## src/rtl/multicycle_control.sv

```systemverilog
// Control FSM for the multicycle MIPS-subset datapath: sequences fetch/decode/execute/
// memory/writeback, drives datapath selects and enables, and counts retired/illegal instructions.
module multicycle_control #(
    parameter int CNT_W = 32
) (
    input  logic             clk,
    input  logic             rst_n,
    input  logic [5:0]       opcode,
    input  logic [5:0]       funct,
    input  logic             zero,
    output logic             pc_en,
    output logic             iord,
    output logic             mem_write,
    output logic             ir_write,
    output logic             reg_dst,
    output logic             mem_to_reg,
    output logic             reg_write,
    output logic             alu_src_a,
    output logic [1:0]       alu_src_b,
    output logic [2:0]       alu_ctrl,
    output logic [1:0]       pc_src,
    output logic [3:0]       state,
    output logic [CNT_W-1:0] retired,
    output logic             illegal
);

    typedef enum logic [3:0] {
        S_FETCH  = 4'd0,
        S_DECODE = 4'd1,
        S_MEMADR = 4'd2,
        S_MEMRD  = 4'd3,
        S_MEMWB  = 4'd4,
        S_MEMWR  = 4'd5,
        S_EXEC   = 4'd6,
        S_ALUWB  = 4'd7,
        S_BRANCH = 4'd8,
        S_ADDIEX = 4'd9,
        S_ADDIWB = 4'd10,
        S_JUMP   = 4'd11
    } state_t;

    typedef struct packed {
        logic       pc_write;
        logic       branch;
        logic       iord;
        logic       mem_write;
        logic       ir_write;
        logic       reg_dst;
        logic       mem_to_reg;
        logic       reg_write;
        logic       alu_src_a;
        logic [1:0] alu_src_b;
        logic [2:0] alu_ctrl;
        logic [1:0] pc_src;
    } ctrl_t;

    localparam logic [5:0] OP_RTYPE = 6'b000000;
    localparam logic [5:0] OP_LW    = 6'b100011;
    localparam logic [5:0] OP_SW    = 6'b101011;
    localparam logic [5:0] OP_BEQ   = 6'b000100;
    localparam logic [5:0] OP_ADDI  = 6'b001000;
    localparam logic [5:0] OP_J     = 6'b000010;

    localparam logic [5:0] FN_ADD = 6'b100000;
    localparam logic [5:0] FN_SUB = 6'b100010;
    localparam logic [5:0] FN_AND = 6'b100100;
    localparam logic [5:0] FN_OR  = 6'b100101;
    localparam logic [5:0] FN_SLT = 6'b101010;

    // Moore control word for a state; only EXEC looks at funct.
    function automatic ctrl_t decode_ctrl(input state_t st, input logic [5:0] fn);
        ctrl_t c;
        c = '0;
        case (st)
            S_FETCH: begin
                c.ir_write  = 1'b1;
                c.pc_write  = 1'b1;
                c.alu_src_b = 2'b01;
                c.alu_ctrl  = 3'b010;
            end
            S_DECODE: begin
                c.alu_src_b = 2'b11;
                c.alu_ctrl  = 3'b010;
            end
            S_MEMADR, S_ADDIEX: begin
                c.alu_src_a = 1'b1;
                c.alu_src_b = 2'b10;
                c.alu_ctrl  = 3'b010;
            end
            S_MEMRD: c.iord = 1'b1;
            S_MEMWB: begin
                c.reg_write  = 1'b1;
                c.mem_to_reg = 1'b1;
            end
            S_MEMWR: begin
                c.iord      = 1'b1;
                c.mem_write = 1'b1;
            end
            S_EXEC: begin
                c.alu_src_a = 1'b1;
                c.alu_src_b = 2'b00;
                case (fn)
                    FN_ADD:  c.alu_ctrl = 3'b010;
                    FN_SUB:  c.alu_ctrl = 3'b110;
                    FN_AND:  c.alu_ctrl = 3'b000;
                    FN_OR:   c.alu_ctrl = 3'b001;
                    FN_SLT:  c.alu_ctrl = 3'b111;
                    default: c.alu_ctrl = 3'b000;
                endcase
            end
            S_ALUWB: begin
                c.reg_write = 1'b1;
                c.reg_dst   = 1'b1;
            end
            S_BRANCH: begin
                c.alu_src_a = 1'b1;
                c.alu_ctrl  = 3'b110;
                c.pc_src    = 2'b01;
                c.branch    = 1'b1;
            end
            S_ADDIWB: c.reg_write = 1'b1;
            S_JUMP: begin
                c.pc_src   = 2'b10;
                c.pc_write = 1'b1;
            end
            default: c = '0;
        endcase
        return c;
    endfunction

    state_t            r_state;
    ctrl_t             r_ctrl;
    logic [CNT_W-1:0]  r_retired;
    logic              r_illegal;

    state_t            w_state_next;
    logic              w_retire;
    logic              w_illegal_op;
    logic              w_rtype_ok;
    logic              w_state_valid;
    ctrl_t             w_ctrl;

    always_comb begin
        w_rtype_ok = (funct == FN_ADD) || (funct == FN_SUB) || (funct == FN_AND) ||
                     (funct == FN_OR)  || (funct == FN_SLT);
    end

    always_comb begin
        w_state_next = S_FETCH;
        w_retire     = 1'b0;
        w_illegal_op = 1'b0;
        case (r_state)
            S_FETCH: w_state_next = S_DECODE;
            S_DECODE: begin
                if (opcode == OP_LW || opcode == OP_SW) begin
                    w_state_next = S_MEMADR;
                end else if (opcode == OP_RTYPE && w_rtype_ok) begin
                    w_state_next = S_EXEC;
                end else if (opcode == OP_BEQ) begin
                    w_state_next = S_BRANCH;
                end else if (opcode == OP_ADDI) begin
                    w_state_next = S_ADDIEX;
                end else if (opcode == OP_J) begin
                    w_state_next = S_JUMP;
                end else begin
                    w_state_next = S_FETCH;
                    w_illegal_op = 1'b1;
                end
            end
            S_MEMADR: w_state_next = (opcode == OP_SW) ? S_MEMWR : S_MEMRD;
            S_MEMRD:  w_state_next = S_MEMWB;
            S_EXEC:   w_state_next = S_ALUWB;
            S_ADDIEX: w_state_next = S_ADDIWB;
            S_MEMWB, S_MEMWR, S_ALUWB, S_BRANCH, S_ADDIWB, S_JUMP: begin
                w_state_next = S_FETCH;
                w_retire     = 1'b1;
            end
            default: w_state_next = S_FETCH;
        endcase
    end

    // Outputs are registered from the next state so they line up with r_state.
    always_ff @(posedge clk or negedge rst_n) begin
        if (!rst_n) begin
            r_state   <= S_FETCH;
            r_ctrl    <= decode_ctrl(S_FETCH, 6'b000000);
            r_retired <= '0;
            r_illegal <= 1'b0;
        end else begin
            r_state <= w_state_next;
            r_ctrl  <= decode_ctrl(w_state_next, funct);
            if (w_retire) begin
                r_retired <= r_retired + CNT_W'(1);
            end
            if (w_illegal_op) begin
                r_illegal <= 1'b1;
            end
        end
    end

    // An upset into an unused code must not leave stale enables driving the datapath.
    assign w_state_valid = (r_state <= S_JUMP);
    assign w_ctrl        = w_state_valid ? r_ctrl : '0;

    assign pc_en      = w_ctrl.pc_write | (w_ctrl.branch & zero);
    assign iord       = w_ctrl.iord;
    assign mem_write  = w_ctrl.mem_write;
    assign ir_write   = w_ctrl.ir_write;
    assign reg_dst    = w_ctrl.reg_dst;
    assign mem_to_reg = w_ctrl.mem_to_reg;
    assign reg_write  = w_ctrl.reg_write;
    assign alu_src_a  = w_ctrl.alu_src_a;
    assign alu_src_b  = w_ctrl.alu_src_b;
    assign alu_ctrl   = w_ctrl.alu_ctrl;
    assign pc_src     = w_ctrl.pc_src;
    assign state      = r_state;
    assign retired    = r_retired;
    assign illegal    = r_illegal;

endmodule

```

## config.mk

```make
export PLATFORM = sky130hd
export DESIGN_NAME = multicycle_control
export DESIGN_NICKNAME = d
export VERILOG_FILES = /design/src/rtl/multicycle_control.sv
export SDC_FILE = /design/constraint.sdc
export NUM_CORES = 1
export LEC_CHECK = 0
export CAP_MARGIN = 20
export CORE_ASPECT_RATIO = 1.4
export CORE_MARGIN = 2
export CORE_UTILIZATION = 25
export CTS_BUF_LIST = sky130_fd_sc_hd__clkbuf_16
export DETAILED_ROUTE_END_ITERATION = 10
export GPL_ROUTABILITY_DRIVEN = 0
export HOLD_SLACK_MARGIN = 0.06
export SLEW_MARGIN = 10
export SYNTH_ARGS = -nofsm -noshare
export SYNTH_HDL_FRONTEND = slang
export SYNTH_SLANG_ARGS = --single-unit
```

## constraint.sdc

```tcl
create_clock -name clk -period 2.2 [get_ports clk]
set_clock_uncertainty 0.2 [all_clocks]
set_input_delay 0.22 -clock clk [delete_from_list [all_inputs] [get_ports clk]]
set_output_delay 0.22 -clock clk [all_outputs]
set_load 0.05 [all_outputs]
```

; ---- Yosys cells after proc, flatten, opt, wreduce, memory -nomap -nowiden
; Cells that the tools add are included.
; Widths: inputs -> output; s select.
[op_classes]
eq_ne = 32
n_addsub = 1
mux = 28
bitwise = 2
n_reduce_logical = 16
order_cmp = 1
[op_table]
columns = operator, n
row1 = $eq 6x6->1 const B, 7
row2 = $add 32x1->32 const B, 1
row3 = $eq 4x3->1 const B, 8
row4 = $eq 4x4->1 const B, 8
row5 = $pmux 4 s6, 1
row6 = $mux 4, 5
row7 = $eq 4x2->1 const B, 4
row8 = $mux 1, 16
row9 = $mux 16, 1
row10 = $pmux 3 s4, 1
row11 = $pmux 3 s3, 1
row12 = $eq 4x1->1 const B, 2
row13 = $logic_not 4->1, 2
row14 = $reduce_or 4->1, 2
row15 = $eq 6x2->1 const B, 1
row16 = $eq 6x3->1 const B, 1
row17 = $eq 6x4->1 const B, 1
row18 = $logic_not 6->1, 1
row19 = $pmux 2 s3, 1
row20 = $reduce_or 2->1, 3
row21 = $reduce_or 6->1, 1
row22 = $logic_or 1x1->1, 5
row23 = $le 4x4->1 const B, 1
row24 = $pmux 2 s2, 1
row25 = other kinds (5), 5
[word_totals]
ff_bits = 53
output_inout_bits = 52
wordCells = 95
in_bits = 15

; ---- Depth between registers and ports, before layout
; Gate-level depths: netlist of run 1.
[logic_depth]
depth_word = 12
ltp_mapped = 8
depth_no_buf = 6

; ---- Worst setup path after synthesis of run 1
; No wires, ideal clock.
[synth_path]
path_type = flip-flop to flip-flop
from = register r_state[2] (netlist: state[2])
to = register r_retired[12] (netlist: retired[12])
setup_slack_ps = -79
setup_ps = 142
arrival_ps = 1936
n_path_buf = 1
period_less_slack_ps = 2279
required_time_ps = 1858
stages_incl_launch_ff = 8
cell_sequence = dfrtp_1 > buf_6 > nand2b_1 > o22ai_4 > nand4_1 > nor2_1 > nand4_1 > xnor2_1
[synth_via]
elab_chain_len = 3
word_cells_on_any_way = 8
classes_between = eq/ne (6) / mux (1) / reduce/logical (1)
[synth_lines]
columns = element, line
row1 = "start, declared", 131  ; state_t r_state;
row2 = "start signal, assigned", 190  ; r_state <= w_state_next;
row3 = $eq 4x3->1 or $eq 4x4->1 (tied branches), 152  ; case (r_state)
row4 = $reduce_or 6->1 (*), 152
row5 = $mux 1 (*), 152
row6 = "end signal, assigned", 193  ; r_retired <= r_retired + CNT_W'(1);
row7 = "end, declared", 133  ; logic [CNT_W-1:0] r_retired;
; Mark *: on every way between the ends. The rest lies on a longest branch, timed or not.
; A chain may end at the register's enable or synchronous reset.

; ---- Worst setup path after layout of run 1
[layout_path]
from = register r_state[0] (netlist: state[0])
to = output state[0]
[layout_rtl]
columns = element, line
row1 = "end, declared", 22  ; output logic [3:0] state,
; No word-level cell between the ends.

==> results of run 1 <==
[final timing paths]
kind / endpoint / slack [ps] / cells past startpoint
setup reg to reg: retired[22] / 170 / 6
hold reg to reg: retired[31] / 270 / 1
min in group clk: retired[31] / 270 / 1
setup / recovery: state[0] / 90 / 2
max in group asynchronous: r_ctrl[5] / 880 / 3
hold / removal: r_ctrl[4] / 230 / 2
[sequential cells by signal, summed over array words and instances (netlist names)]
name,flops
r_ctrl,15
illegal,1
state,4
retired,32
[placed cells by master, fill, tap and decap left out, types with 2 or more instances in the layout]
master / instances
clkdlybuf4s50_1: 49
dfrtp_1: 41
buf_4: 32
xnor2_1: 25
and2_1: 17
nand3_1: 16
buf_12: 15
nand2_1: 14
nor2_1: 12
xor2_1: 8
nand4_1: 8
dfrtp_2: 7
inv_1: 6
and3_1: 5
clkbuf_16: 5
nand2b_1: 4
nor3_1: 4
a21oi_1: 4
dfstp_2: 4
nor2b_1: 3
o21ai_0: 3
and4_1: 3
nor2_4: 3
nor3_2: 2
a21boi_1: 2
or3_1: 2
nor3b_1: 2
o21bai_1: 2
or2_1: 2
nand4_2: 2
[cells in the mapped netlist (2+ instances only)]
master,count,area [um^2]
or2_1,2,12.5
a21boi_1,2,15.0
or3_1,2,12.5
nand4_2,2,25.0
xnor2_1,25,219
o21ai_0,3,15.0
xor2_1,8,70.1
nor3b_1,2,15.0
inv_1,5,18.8
buf_6,3,33.8
and4_1,3,26.3
dfstp_2,4,105
a21o_1,2,15.0
nor3_2,2,20.0
and2_1,17,106
nand4_1,8,50.1
nor2b_1,3,18.8
nand2_1,14,52.6
nor2_2,2,12.5
nor3_1,4,20.0
buf_4,2,15.0
o21bai_1,2,15.0
nand3_1,16,80.1
nor2_1,13,48.8
dfrtp_1,48,1200
nand2b_1,4,25.0
and3_1,5,31.3
a21oi_1,4,20.0
[layer usage]
layer | GRT usage | vias to the layer above | routed length, um
li1 | - | 1008 | -
met1 | 0.116 | 1032 | 2460
met2 | 0.227 | 42 | 3540
met3 | 0.0290 | 8 | 273
met4 | 0.0416 | 0 | 99
met5 | 0 | - | 0
[cell type report]
cell class / instances / area share
clock inverters: 3 / 0.00382
flip-flops and latches: 52 / 0.334
well taps: 138 / 0.0439
multi-input cells: 171 / 0.316
clock buffers: 5 / 0.0318
inverters: 5 / 0.00477
repair buffers: 98 / 0.266
[repair_timing]
item	in CTS	in global routing
hold endpoints to repair	19	0
hold buffers	1	0
gates resized for setup	0	4
endpoints found under the setup margin	0	5
[metrics by stage]
stage / hold WS, ps / worst slack, ps / cells
6_report: 234 / 89.1 / 472
2_1_floorplan: -276 / 6.14 / 235
3_5_place_dp: 25.7 / -243 / 463
5_1_grt: 291 / -28.5 / 472
4_1_cts: 248 / 57.6 / 472
3_3_place_gp: 19.8 / -150 / 463
[logic make-up (layout without fill, tap and decap cells)]
group,Yosys count,in the layout
XOR/XNOR,33,33
multiplexers,3,3
adder cells (fa/ha/maj),1,1
AO/OA/AOI/OAI,23,23
buffers and inverters,12,111
AND/OR/NAND/NOR,111,111
flip-flops,52,52
[report_power, final]
part | switching (uW) | internal [uW]
combinational | 930 | 746
sequential | 117 | 1120
clock | 337 | 414
[worst register-to-register path: stages (launching register included)]
cell and delay, ps:
dfrtp_2 490, nor2b_4 160, o22ai_4 200, nand4_1 300
nor2_4 290, nand3_1 130, xnor2_1 130
==> summary.md, run 1 <==
| Metric | Value |
|---|---|
| Die footprint | `11300 um^2` |
| Post-synth EDFFs | `0` |
| Fin Setup TNS | `0 ps` |
| Total GRT Usage | `0.116` |
| Crit path from | `state[0]` |
| Max Clk Rate | `474 MHz` |
| CP Capture Type | `output port` |
| DRC violations left | `0` |
| Inserted Diodes | `0` |
| Die X | `90.3 um` |
| DRT iter0 DRCs | `115` |
| Initial antenna violation count | `0` |
| Post-synthesis mux area share | `0.0139` |
| Area of the mapped netlist | `2600 um^2` |
| Synth warn | `0` |
| CTS tree | `yes` |
| Compound-cell area share of the yosys netlist | `0.0687` |
| First-pass GRT wire length | `10.3 mm` |
| Number of global-route vias before repair | `2106` |
| Fillers | `1055` |
| Largest net degree at the start of global routing | `23` |
| Leak | `0.00170 uW` |
| Total iterations of the first detailed-routing run | `4` |
| Max IR drop VDD | `0.467 mV` |
| Clock sink count | `52` |
| Critical Path AT | `1690 ps` |
| Routed Antenna Nets | `0` |
| Slew HR | `0.638` |
| Vias | `2090` |
| Ratio of cells with drive above 1 in the final layout | `0.260` |
| Initial Util | `0.254` |
| Post-CTS Setup Bufs | `0` |
| Root buffer cell | `clkbuf_16` |
| Wire per inst | `13.5 um` |
| Synth Area in XOR/XNOR | `0.111` |
| Seq/Total Area, Yosys | `0.501` |
| Area grow syn2layout | `51.0%` |
| CTS max path bufs | `2` |
| Buf/Inv on CP | `2` |
| CP Cell Sequence | `buf_4 -> clkdlybuf4s50_1` |
| Via/cell ratio | `4.43` |
| Synth unique cells | `56` |
| Mean post-synth cell area | `11.1 um^2` |
| Post-layout net count | `349` |
| H-tree Lvls | `2` |
| Overall power | `3660 uW` |
| Crit share post-route | `0.959` |
| P per Cell Area | `930 nW/um^2` |
| Max-cap viol count | `0` |
| Main combinational cell family by area after synthesis | `simple AND/OR/NAND/NOR gates` |
| Area occupied by multi-input gates | `1240 um^2` |
| Critical path class | `reg -> out` |
| Minimum clock period | `2110 ps` |
| Placed Area | `3770 um^2` |
| Total grt overflow | `0` |
| Unrepaired setup endpoints after global routing | `true` |
| Worst path top cell family by delay | `buffers and inverters` |
| Clock Latency Late Sink | `290 ps` |
| Crit-path slowest cell | `clkdlybuf4s50_1` |
| Routed wire length | `6.38 mm` |
| Synth Area in Adders | `0.00480` |
| Hold crit path type | `in -> async` |
| Register Area | `1320 um^2` |
| IO Count | `67` |
| Worst-Margin Slew | `541 ps` |
| #FFs+latches synth | `52` |
| CP Launch Type | `flop` |
| Final Hold Fails | `0` |
| Cts bufs inserted | `5` |
| Reg2reg start | `state[1]` |
| Simple-gate area share of the yosys netlist | `0.271` |
| Asr flop ratio synth | `1.00` |
| Max Slew Vio Count | `0` |
| Port bufs | `66` |
| Final core occ | `0.384` |
| Final Instance Area | `3930 um^2` |
| Cells after synthesis | `235` |
| Syn Nets | `251` |
| Reg clk slew, reported paths | `70 ps` |
| Die Span Y | `125 um` |
| CP Max Fanout | `7` |
| Status | `complete, no violations` |
| CP required | `1780 ps` |
| Core area | `10200 um^2` |
| Post-synth top flop | `dfrtp_1` |
| Setup Viol. Count Final | `0` |
| Slowest stage delay, CP | `800 ps` |
| Row Count | `44` |
| Final HPWL DP | `5.10 mm` |
Note: power is estimated with default switching activity, not from simulation.
==> run 2, diff against run 1 <==
--- a/config.mk
+++ b/config.mk
@@ -12,8 +12,8 @@
 export CTS_BUF_LIST = sky130_fd_sc_hd__clkbuf_16
 export DETAILED_ROUTE_END_ITERATION = 10
 export GPL_ROUTABILITY_DRIVEN = 0
-export HOLD_SLACK_MARGIN = 0.06
-export SLEW_MARGIN = 10
+export HOLD_SLACK_MARGIN = 0.1
+export SLEW_MARGIN = 20
 export SYNTH_ARGS = -nofsm -noshare
 export SYNTH_HDL_FRONTEND = slang
 export SYNTH_SLANG_ARGS = --single-unit
==> results of run 2 <==
Final layout, timing and power as in run 1 (identical DEF).
==> run 3, diff against run 2 <==
--- a/config.mk
+++ b/config.mk
@@ -13,6 +13,7 @@
 export DETAILED_ROUTE_END_ITERATION = 10
 export GPL_ROUTABILITY_DRIVEN = 0
 export HOLD_SLACK_MARGIN = 0.1
+export PLACE_DENSITY = 0.47
 export SLEW_MARGIN = 20
 export SYNTH_ARGS = -nofsm -noshare
 export SYNTH_HDL_FRONTEND = slang
==> constraint.sdc (replaced) <==
create_clock -name clk -period 2.5 [get_ports clk]
set_clock_uncertainty 0.2 [all_clocks]
set_input_delay 0.25 -clock clk [delete_from_list [all_inputs] [get_ports clk]]
set_output_delay 0.25 -clock clk [all_outputs]
set_load 0.05 [all_outputs]
==> run 3 against run 2 <==
Combinational power shrank 26%; critical path depth stayed put; first-iteration DRC count decreased by 68%; core utilization down 3.3 points; clock-buffer cell count stayed put; clock power fell by 13%; largest power group unchanged; worst hold slack about the same.
==> summary.md, run 3 (synthesized netlist as in run 1, its figures left out) <==
| Metric | Value |
|---|---|
| Largest net degree at the start of global routing | `20` |
| DRC violations left | `0` |
| Max-cap viol count | `0` |
| First-pass GRT wire length | `10.5 mm` |
| Placed Area | `3450 um^2` |
| Switching power | `1170 uW` |
| Slew HR | `0.657` |
| Slowest stage delay, CP | `810 ps` |
| Max Slew Vio Count | `0` |
| Inserted Diodes | `0` |
| Max IR drop VDD | `0.315 mV` |
| Reg2reg start | `state[2]` |
| Most frequent cells in the layout | `50 x clkdlybuf4s50_1, 48 x dfrtp_1, 30 x buf_4` |
| Commonest non-fill, non-tap cell in the layout | `clkdlybuf4s50_1` |
| Clock sink count | `52` |
| P per Cell Area | `830 nW/um^2` |
| CP Cell Sequence | `buf_4 -> clkdlybuf4s50_1` |
| Crit path from | `state[1]` |
| Die Span Y | `125 um` |
| Cts bufs inserted | `5` |
| Status | `complete, no violations` |
| P_int | `1810 uW` |
| Initial antenna violation count | `0` |
| Flop pwr share | `0.360` |
| Worst-Margin Slew | `513 ps` |
| Reg clk slew, reported paths | `70 ps` |
| Hold crit path type | `in -> async` |
| Via/cell ratio | `4.34` |
| Critical Path AT | `1750 ps` |
| CTS max path bufs | `2` |
| CP Max Fanout | `7` |
| Root buffer cell | `clkbuf_16` |
| CTS tree | `yes` |
| CP Launch Type | `flop` |
| Area grow syn2layout | `38.1%` |
| H-tree Lvls | `2` |
| Routed wire length | `6.17 mm` |
| Max Clk Rate | `454 MHz` |
| Final Hold Fails | `0` |
| Routed Antenna Nets | `0` |
| Sw Ratio | `0.392` |
| Post-CTS Setup Bufs | `0` |
| Port bufs | `66` |
| Number of global-route vias before repair | `2097` |
| Total grt overflow | `0` |
| Post-layout net count | `333` |
| Worst path top cell family by delay | `buffers and inverters` |
| Combinational share of power | `0.420` |
| Leak | `0.00159 uW` |
| CP required | `2050 ps` |
| Final hold slack | `233 ps` |
| Setup Viol. Count Final | `0` |
| Initial Util | `0.254` |
| DRT iter0 DRCs | `37` |
| Fin Setup TNS | `0 ps` |
| Clock Latency Late Sink | `290 ps` |
| Unrepaired setup endpoints after global routing | `false` |
| CP Capture Type | `output port` |
| IO Count | `67` |
| Total iterations of the first detailed-routing run | `4` |
| Crit-path slowest cell | `clkdlybuf4s50_1` |
| Final Instance Area | `3600 um^2` |
| Crit share post-route | `0.881` |
| Max reg flops | `32` |
| Final HPWL DP | `4.84 mm` |
| Row Count | `44` |
| Ratio of cells with drive above 1 in the final layout | `0.189` |
| Minimum clock period | `2200 ps` |
| Clock Power Share | `0.219` |
| Die X | `90.3 um` |
| Total GRT Usage | `0.117` |
| Core area | `10200 um^2` |
| Buf/Inv on CP | `2` |
| Die footprint | `11300 um^2` |
| Vias | `1981` |
| Critical path class | `reg -> out` |
| Wire per inst | `13.5 um` |
==> run 3: cell count changes in the layout (fill, tap and decap cells not counted), moves of 2 or more <==
| cell | delta |
|---|---|
| dfrtp_2 | -7 |
| dfrtp_1 | +7 |
| buf_4 | -2 |
| nor2_2 | +2 |
| buf_12 | -15 |
| nor2_4 | -3 |
==> run 3: power by group through the flow <==
stage	Clock, uW	Combinational, uW	Sequential, uW
2_1_floorplan	0	700	1230
3_3_place_gp	0	1270	1090
3_5_place_dp	0	1270	1100
4_1_cts	685	1270	1080
5_1_grt	718	1340	1100
6_report	654	1250	1080
==> run 3: path summary, 6_finish.rpt <==
kind / endpoint / slack [ps] / cells past startpoint
max in group asynchronous: r_ctrl[11] / 1220 / 3
max: state[1] / 300 / 2
min: retired[23] / 230 / 2
min in group clk: retired[31] / 270 / 1
max reg2reg: retired[16] / 320 / 6
min reg2reg: retired[31] / 270 / 1
==> run 3: cell type report <==
type	count	area [um^2]
clock buffers	5	125
clock inverters	3	11.3
fillers	1097	6640
inverters	5	18.8
multi-input cells	171	1220
flip-flops and latches	52	1310
well taps	138	173
repair buffers	82	741
==> run 3: per-stage QoR <==
stage	utilization	worst slack (ps)	cells	total power, uW
CTS	0.351	252	456	3040
floorplan	-	221	235	1930
global placement	0.337	117	447	2360
detailed placement	0.337	47.1	447	2360
finish	0.351	297	456	2980
global route	0.351	108	456	3160
==> run 3: layer usage <==
| metal | wire [um] | up-vias | GRT usage | share of wire |
|---|---|---|---|---|
| li1 | - | 972 | - | - |
| met1 | 2360 | 954 | 0.123 | 0.38 |
| met2 | 3420 | 49 | 0.222 | 0.55 |
| met3 | 296 | 6 | 0.0315 | 0.048 |
| met4 | 89 | 0 | 0.0353 | 0.014 |
| met5 | 0 | - | 0 | 0 |
==> run 3: timing repair <==
item                                    4_1_cts  5_1_grt
resized for setup                             0        0
endpoints found under the setup margin        0        0
endpoints found under the hold margin        16        0
hold buffers                                  1        0
